**src/rtl/bus_access_sequencer.sv**
```systemverilog
// bus_access_sequencer: tracks and terminates the current bus master's cycles, with watchdog
module bus_access_sequencer #(
  parameter int TIMEOUT_CLKS  = 64,
  parameter int RECOVERY_CLKS = 1
) (
  input  logic       clk100,
  input  logic       reset,
  input  logic       cpuclk_rising,
  input  logic       cpuclk_falling,
  input  logic [1:0] bm_state,
  input  logic       cpu_as_n_in,
  input  logic       z3_fcs_n_in,
  input  logic       z2_as_n_in,
  input  logic       slave_ack_n_in,
  output logic       access_state_idle,
  output logic       access_start,
  output logic [1:0] access_owner,
  output logic       term_n_out,
  output logic       term_n_oe,
  output logic       berr_n_out,
  output logic       berr_n_oe,
  output logic       timeout_flag,
  output logic       owner_mismatch
);
  typedef enum logic [2:0] {IDLE, ADDR, DATA, TERM, RECOVER} state_t;
  state_t     state, nxt;
  logic [3:0] meta, sync;
  logic [7:0] wdog;
  logic [3:0] rcnt;
  logic [1:0] sel_src;
  logic       sel_n, ack_n, timeout, rec_done, start, ack_term, to_term;
  logic       unused_falling;
  assign unused_falling = cpuclk_falling;
  // two-flop synchronizers for all asynchronous strobes; bit order {ack, z2, z3, cpu}
  always_ff @(posedge clk100 or posedge reset)
    if (reset) begin
      meta <= '1;
      sync <= '1;
    end else begin
      meta <= {slave_ack_n_in, z2_as_n_in, z3_fcs_n_in, cpu_as_n_in};
      sync <= meta;
    end
  // strobe selection, termination decisions and next-state logic
  always_comb begin
    sel_src  = state == IDLE ? bm_state : access_owner;
    sel_n    = sel_src == 2'd0 ? sync[0] : sel_src == 2'd2 ? sync[1] : sel_src == 2'd3 ? sync[2] : 1'b1;
    ack_n    = sync[3];
    timeout  = wdog >= 8'(TIMEOUT_CLKS);
    rec_done = cpuclk_rising && (rcnt + 4'd1 >= 4'(RECOVERY_CLKS));
    start    = state == IDLE && !sel_n;
    ack_term = state == DATA && !sel_n && !ack_n;
    to_term  = state == DATA && !sel_n && ack_n && timeout;
    nxt      = state;
    case (state)
      IDLE:    nxt = start ? ADDR : IDLE;
      ADDR:    nxt = sel_n ? RECOVER : cpuclk_rising ? DATA : ADDR;
      DATA:    nxt = sel_n ? RECOVER : (ack_term || to_term) ? TERM : DATA;
      TERM:    nxt = sel_n ? RECOVER : TERM;
      RECOVER: nxt = rec_done ? IDLE : RECOVER;
      default: nxt = IDLE;
    endcase
  end
  // state register, counters and registered strobe outputs
  always_ff @(posedge clk100 or posedge reset)
    if (reset) begin
      state             <= IDLE;
      access_state_idle <= 1'b0;
      access_start      <= 1'b0;
      access_owner      <= 2'd0;
      term_n_out        <= 1'b1;
      term_n_oe         <= 1'b0;
      berr_n_out        <= 1'b1;
      berr_n_oe         <= 1'b0;
      timeout_flag      <= 1'b0;
      owner_mismatch    <= 1'b0;
      wdog              <= 8'd0;
      rcnt              <= 4'd0;
    end else begin
      state             <= nxt;
      access_state_idle <= nxt == IDLE && sel_n;
      access_start      <= start;
      if (start) begin
        access_owner <= bm_state;
        wdog         <= 8'd0;
      end else if (state == DATA && cpuclk_rising && wdog != 8'hff) wdog <= wdog + 8'd1;
      rcnt <= state == RECOVER ? rcnt + {3'd0, cpuclk_rising} : 4'd0;
      if (ack_term) begin
        term_n_out <= 1'b0;
        term_n_oe  <= 1'b1;
      end
      if (to_term) begin
        berr_n_out   <= 1'b0;
        berr_n_oe    <= 1'b1;
        timeout_flag <= 1'b1;
      end
      if (state == TERM && sel_n) begin
        term_n_out <= 1'b1;
        berr_n_out <= 1'b1;
      end
      if (state == RECOVER) begin
        term_n_oe <= 1'b0;
        berr_n_oe <= 1'b0;
      end
      if (state != IDLE && bm_state != access_owner) owner_mismatch <= 1'b1;
    end
endmodule

```
**config.mk**
```make
export PLATFORM = sky130hd
export DESIGN_NAME = bus_access_sequencer
export DESIGN_NICKNAME = d
export VERILOG_FILES = /design/src/rtl/bus_access_sequencer.sv
export SDC_FILE = /design/constraint.sdc
export NUM_CORES = 1
export LEC_CHECK = 0
export CELL_PAD_IN_SITES_DETAIL_PLACEMENT = 1
export CELL_PAD_IN_SITES_GLOBAL_PLACEMENT = 2
export CORE_MARGIN = 1.5
export CORE_UTILIZATION = 38
export DETAILED_ROUTE_END_ITERATION = 8
export PLACE_DENSITY = 0.81
export SYNTH_ARGS = -nofsm -noshare
export SYNTH_HDL_FRONTEND = slang
export SYNTH_SLANG_ARGS = --single-unit
```
**constraint.sdc**
```tcl
create_clock -name clk100 -period 5.07 [get_ports clk100]
set_input_delay 0.507 -clock clk100 [delete_from_list [all_inputs] [get_ports clk100]]
set_output_delay 0.507 -clock clk100 [all_outputs]
set_load 0.1 [all_outputs]
```
Yosys cells after proc, flatten, opt, wreduce, memory -nomap -nowiden
Cells that the tools add are included.

Output and inout port bits: 10. Register bits after elaboration: 33. Input port bits: 10.

Magnitude comparators: 2. Add/subtract/negate cells: 3. Multiplexer cells: 23. Reductions and logical operators: 23. Equality and inequality tests: 8.

Operators with widths (number): 8-bit two-way mux (2); 3-bit one-hot mux with 5 select lines (1); 1-bit two-way mux (13); 3-bit two-way mux (4); 1-bit logical AND (11); 2-bit nonzero test (5); 8-bit by 1-bit adder with 8-bit output (second input constant) (1); 8-bit by 7-bit greater-or-equal comparator with 1-bit output (second input constant) (1); 8-bit inequality test (second input constant) (1); 3-bit by 2-bit == test with 1-bit output (second input constant) (2); 3-bit logical NOT (2); 4-bit by 1-bit adder with 4-bit output (1); 4-bit by 1-bit adder with 4-bit output (second input constant) (1); 2-bit == test (second input constant) (2); 4-bit by 1-bit greater-or-equal comparator with 1-bit output (second input constant) (1); 2-bit two-way mux (2); 4-bit two-way mux (1); 3-bit by 1-bit == test with 1-bit output (second input constant) (1); 3-bit == test (second input constant) (1); 3-bit nonzero test (1); 1-bit logical NOT (2); 2-bit logical NOT (1); 2-bit inequality test (1); 1-bit logical OR (1).

Longest topological paths before layout
Gate-level depths: netlist (run 1).

Depth after elaboration: 16. Mapped depth: 6. Depth with buffers taken out: 5.

Least setup slack after synthesis (run 1)
Ideal clock, no wire load.

Path type: register to register. From: register access_owner[1]. To: register state[0]. Path slack: 2.977 ns. Clock period less this slack: 2.093 ns. Cell stages (with the launch flop): 6. Data arrival time: 1.964 ns. Path buffers: 1. Data required time: 4.941 ns. Cells stage by stage: dfrtp_1 -> clkbuf_1 -> mux2i_1 -> mux2i_1 -> nor4_1 -> a2111o_1.

Longest elaborated chain between the ends: 13.

Ends and longest elaborated chain: start, declared (line 17) `output logic [1:0] access_owner,`; start signal, assigned (line 83) `access_owner <= bm_state;`; 2-bit two-way mux (*) (line 45) `sel_src = state == IDLE ? bm_state : access_owner;`; 2-bit == test (line 46) `sel_n = sel_src == 2'd0 ? sync[0] : sel_src == 2'd2 ? sync[1] : sel_src == 2'd3 ? sync[2] : 1'b1;`; 1-bit two-way mux (2 in series) (line 46); 1-bit two-way mux (*) (line 46); 1-bit logical NOT (line 50, 51, 52); 1-bit logical AND (line 51, 52); 1-bit logical AND (2 in series) (line 52) `to_term = state == DATA && !sel_n && ack_n && timeout;`; 1-bit logical OR (line 57) `DATA: nxt = sel_n ? RECOVER : (ack_term || to_term) ? TERM : DATA;`; 1-bit two-way mux (line 57); 3-bit two-way mux (line 57); 3-bit one-hot mux with 5 select lines (*) (line 54) `case (state)`; net nxt[0] (line 26) `state_t state, nxt;`; end signal, assigned (line 79) `state <= nxt;`; end, declared (line 26).

Mark *: on every way through the listed nets, which the timed path passes. The rest lies on a longest branch. A chain may end at the register's enable or synchronous reset.

Worst setup path in the final report (run 1)
From: register access_owner[1]. To: output port access_owner[1].

No word-level cell between the ends.

==> results.yml, run 1 <==
run_status:
  status: "complete, no violations"
critical_path:
  cp-start-kind: "flop"
  required_ns: 4.56
  cp_slowest_cell: "clkdlybuf4s50_1"
  end_kind: "output pin"
  rrSetupSlack_ns: 2.72
  cpPeakStageDelay_ns: 1.20
  crit_buf_inv: 1
  cp_max_fo: 9
  cp_top_family: "buffers and inverters"
  crit_cells: 1
  worstPathArrival_ns: 2.01
  rr_worst_depth: 4
  path_cells: "clkdlybuf4s50_1"
  worstSetupPathType: "flop to output pin"
clock_tree:
  clk_path_buf_depth: 2
  cts_buffers: 5
  clkTransAtPathRegs_ns: 0.07
  clockRootBuffer: "clkbuf_8"
  cts_tree: "done"
  cts.sinks: 33
  clkLatencyLatePin_ns: 0.28
  h-tree-depth: 2
  cts-resized-gates: 0
  holdBufCountCts: 0
  post_cts_buffers: 0
final_layout:
  antenna_cells: 0
  drive_gt1_frac: 0.164
  layout_commonest_cell: "dfrtp_1"
  fillCellCount: 444
  mostFrequentLayoutCells: "dfrtp_1, nor2_1, clkdlybuf4s50_1"
  fin_nets: 177
  area_growth_pct: 21.7
logic_synthesis:
  ys_ff_latch: 33
  synthCells: 142
  synth-edff-count: 0
  synth_area_leader_cell: "dfrtp_1"
  synth_warnings: 0
  synth.avg_cell_area_um2: 11.0
  async_flop_share: 1.00
  synth_nets: 155
  synthDominantCellAreaShare: 0.369
  syn_area_um2: 1560
  synth-main-ff-cell: "dfrtp_1"
  netlist_top_cells_area: "dfrtp_1, dfstp_2, nor2_1"
  synth.distinct_cells: 45
  yosysSeqAreaShare: 0.537
timing:
  fmax_mhz: 397
  fin_worst_skew_ns: 0.00407
  max_slew_margin: 0.227
  setup_violations: 0
  tns_ns: 0
  rsz0062_at_grt: "false"
  drv_slew: 0
  tightest_slew_ns: 1.15
  hold_viol: 0
  period_needed_ns: 2.52
  fin_crit_sh: 0.496
route:
  drt_iter0_drc: 33
  wl_met1_mm: 1.49
  routed.top_layer: "met4"
  viasPerCell: 5.28
  drc: 0
  wl_per_cell_um: 15.3
  wl_mm: 3.29
  num_vias: 1136
  wl_met2_mm: 1.63
  drtPass1Iterations: 4
  route.met3.wl_um: 107
  ant_nets: 0
placed_design:
  gp_congestion: 0.806
  portBuffers: 18
  dp_hpwl_mm: 2.32
global_routing:
  track_usage: 0.176
  grt_pass1_vias: 1203
  grt_remaining_overflow: 0
  antenna_found_initial: 0
  grt_pass1_wl_mm: 5.76
  grt_max_degree: 34
floorplan:
  start_util: 0.393
  num_rows: 23
  dieArea_um2: 4500
  pin_count: 20
  fp.dieW_um: 67.1
  core_um2: 3970
  die_h_um: 67.1
run:
  cap_violations: 0
pwr:
  p_leak_nw: 0.842
  fin_total_pwr_mw: 1.07
  ir_drop_mv: 0.225
  p_per_area_nw_per_um2: 562
hold_path:
  hp-class: "flop to flop"
  hold_depth: 0
-- sequential cells by signal, summed over array words and instances, names as in the netlist, 2 cells and up --
signal	cells
state	3
rcnt	4
sync	4
access_owner	2
meta	4
wdog	8
-- worst register-to-register path, cell delays in order, from the launching register on --
cell     delay [ns]
dfrtp_1        0.49
nor3_4         0.38
nand2_1        0.16
o21ai_1        0.92
o22ai_1        0.22
-- synth_stat cells (3+ instances only) --
cell	instances
dfstp_2	10
nand4_1	5
nand2b_1	4
mux2i_1	5
a21oi_1	7
dfrtp_1	23
o211ai_1	3
nand2_1	4
inv_1	3
nand3_1	4
ha_1	3
o21ai_0	3
xnor2_1	3
nor2_1	21
xor2_1	7
-- report_power, final --
group / switching (mW) / total [mW] / leakage (nW) / internal (mW)
sequential: 0.0602 / 0.374 / 0.407 / 0.314
combinational: 0.308 / 0.438 / 0.376 / 0.130
clock: 0.0958 / 0.256 / 0.0585 / 0.160
total: 0.464 / 1.07 / 0.842 / 0.604
-- metrics by stage --
step	cells	utilization	setup WS, ns	cell area (um2)	hold WS (ns)
floorplan	142	-	2.98	1560	0.345
global placement	207	0.449	2.58	1780	0.346
detailed placement	207	0.449	2.51	1780	0.347
CTS	215	0.479	2.53	1900	0.356
global route	215	0.479	2.47	1900	0.363
finish	215	0.479	2.55	1900	0.354
-- final timing paths --
check / from / to
min reg2reg: meta[3]$_DFF_PP1_ / sync[3]$_DFF_PP1_
max reg2reg: state[0]$_DFF_PP0_ / access_owner[0]$_DFFE_PP0P_
min: meta[3]$_DFF_PP1_ / sync[3]$_DFF_PP1_
max in group asynchronous: reset / term_n_out$_DFFE_PP1P_
min in group asynchronous: reset / state[0]$_DFF_PP0_
max: access_owner[1]$_DFFE_PP0P_ / access_owner[1]
-- routing by layer --
layer,up-vias,track usage
met5,-,0
met4,0,0.0689
met3,6,0.0507
met2,17,0.291
met1,567,0.216
li1,546,-
-- layout make-up --
class | count | area [um2] | area share
Multi-Input combinational cell | 102 | 684 | 0.360
Timing Repair Buffer | 19 | 188 | 0.0987
Tap cell | 50 | 62.6 | 0.0329
Inverter | 3 | 11.3 | 0.00592
Sequential cell | 33 | 838 | 0.441
Clock buffer | 7 | 86.3 | 0.0454
Clock inverter | 1 | 30.0 | 0.0158
-- kinds of logic after synthesis --
kind of cell             count (synthesis)  synth area share
AO/OA/AOI/OAI                           23            0.0993
XOR/XNOR                                10            0.0561
adder cells (fa/ha/maj)                  3            0.0240
buffers and inverters                    7            0.0248
flip-flops                              33             0.537
multiplexers                             5            0.0321
AND/OR/NAND/NOR                         61             0.227
Power figures use the tool's default switching activity.
==> run 2, diff against run 1 <==
CORE_UTILIZATION = 35   (was 38)
PLACE_DENSITY = 0.75   (was 0.81)
clock period = 2.4 ns   (was 5.07 ns; I/O delays follow)
==> results.yml, run 2 (synthesized netlist as in run 1, its figures left out) <==
critical_path:
  worstSetupPathType: "flop to flop"
  r2r_start: "state[1]$_DFF_PP0_"
  rrSetupSlack_ns: 0.63
  required_ns: 2.57
  cpPeakStageDelay_ns: 0.57
  crit_buf_inv: 0
  cp_slowest_cell: "or4b_4"
  cp_top_family: "simple AND/OR/NAND/NOR gates"
  worstPathArrival_ns: 1.94
  cp_max_fo: 9
  cp-start-kind: "flop"
  rr_worst_depth: 4
  end_kind: "flop"
  worstSetupStartpoint: "state[1]$_DFF_PP0_"
  reg2reg_to: "state[0]$_DFF_PP0_"
  crit_cells: 4
  path_cells: "or4b_4, o2111ai_2, nand2_2, a2111o_1"
  cp-endpoint: "state[0]$_DFF_PP0_"
final_layout:
  fin_nets: 180
  top_register: "wdog"
  drive_gt1_frac: 0.238
  area_growth_pct: 19.6
  antenna_cells: 0
  mostFrequentLayoutCells: "dfrtp_1, nor2_1, buf_4"
  largest_reg_flops: 8
  layout_commonest_cell: "dfrtp_1"
route:
  drtPass1Iterations: 4
  wl_mm: 3.39
  drc: 0
  drt_iter0_drc: 63
  ant_nets: 0
  wl_per_cell_um: 15.4
  num_vias: 1151
  viasPerCell: 5.23
floorplan:
  fp.dieW_um: 69.8
  pin_count: 20
  die_h_um: 69.8
  core_um2: 4320
  dieArea_um2: 4870
  start_util: 0.361
  num_rows: 24
timing:
  tightest_slew_ns: 0.502
  drv_slew: 0
  period_needed_ns: 1.77
  hold_viol: 0
  timing.hold.ws_ns: 0.354
  setup_violations: 0
  fmax_mhz: 564
  rsz0062_at_grt: "false"
  fin_crit_sh: 0.739
  tns_ns: 0
  max_slew_margin: 0.663
  fin_worst_skew_ns: 0.00425
  worst_slack_ns: 0.626
hold_path:
  hp-class: "primary input to async pin"
run_status:
  status: "complete, no violations"
clock_tree:
  cts_buffers: 5
  clockRootBuffer: "clkbuf_8"
  clkLatencyLatePin_ns: 0.29
  h-tree-depth: 2
  post_cts_buffers: 0
  clk_path_buf_depth: 2
  cts_tree: "done"
  holdBufCountCts: 0
  cts-resized-gates: 0
  clkTransAtPathRegs_ns: 0.07
  cts.sinks: 33
placed_design:
  dp_hpwl_mm: 2.50
  portBuffers: 18
  dp_slack_ns: 0.373
  gp_congestion: 0.804
global_routing:
  grt_max_degree: 34
  grt_pass1_vias: 1262
  antenna_found_initial: 0
  track_usage: 0.153
  grt_remaining_overflow: 0
  grt_pass1_wl_mm: 5.84
pwr:
  ir_drop_mv: 0.428
  p_leak_nw: 0.855
  p_per_area_nw_per_um2: 1150
run:
  cap_violations: 0
==> run 2: changes by cell type in the layout (fill, tap and decap cells not counted) <==
cell | previous run | this run
buf_4 | 1 | 14
bufinv_16 | 1 | 0
clkbuf_8 | 6 | 5
clkinv_2 | 0 | 2
clkdlybuf4s50_1 | 18 | 8
==> run 2: final cells by class <==
class                           count  area [um2]
Clock buffer                        6        72.6
Sequential cell                    33         838
Multi-Input combinational cell    102         684
Fill cell                         489        2460
Timing Repair Buffer               22         185
Clock inverter                      2        10.0
Inverter                            3        11.3
Tap cell                           52        65.1
==> run 2: worst register-to-register path: cells and delay by family (launching register included) <==
kind            cells  cell delay [ns]
compound gates      2             0.50
flops               1             0.51
simple gates        2             0.65
==> run 2: routing by layer <==
layer,track usage,vias up,part of all wire
met1,0.179,577,0.43
met2,0.260,13,0.52
li1,-,551,-
met3,0.0349,10,0.027
met5,0,-,0
met4,0.0812,0,0.027
==> run 2: metrics by stage <==
step	utilization	total power, mW	std cells	cell area (um2)
global route	0.432	2.27	220	1870
floorplan	-	1.52	142	1560
global placement	0.413	1.73	212	1780
detailed placement	0.413	1.76	212	1780
finish	0.432	2.14	220	1870
CTS	0.432	2.17	220	1870
==> run 2: how the worst min path moves through the flow <==
stage	end	slack (ns)	depth (start not counted)
floorplan	meta[0]$_DFF_PP1_	0.24	0
global placement	sync[1]$_DFF_PP1_	0.35	0
detailed placement	sync[0]$_DFF_PP1_	0.35	0
CTS	meta[3]$_DFF_PP1_	0.35	1
global route	meta[3]$_DFF_PP1_	0.35	1
finish	wdog[2]$_DFFE_PP0P_	0.35	3
==> run 2: power by group <==
part	internal, mW	switching, mW	total (mW)
clock	0.201	0.205	0.406
combinational	0.285	0.656	0.941
sequential	0.663	0.134	0.796
total	1.15	0.995	2.14
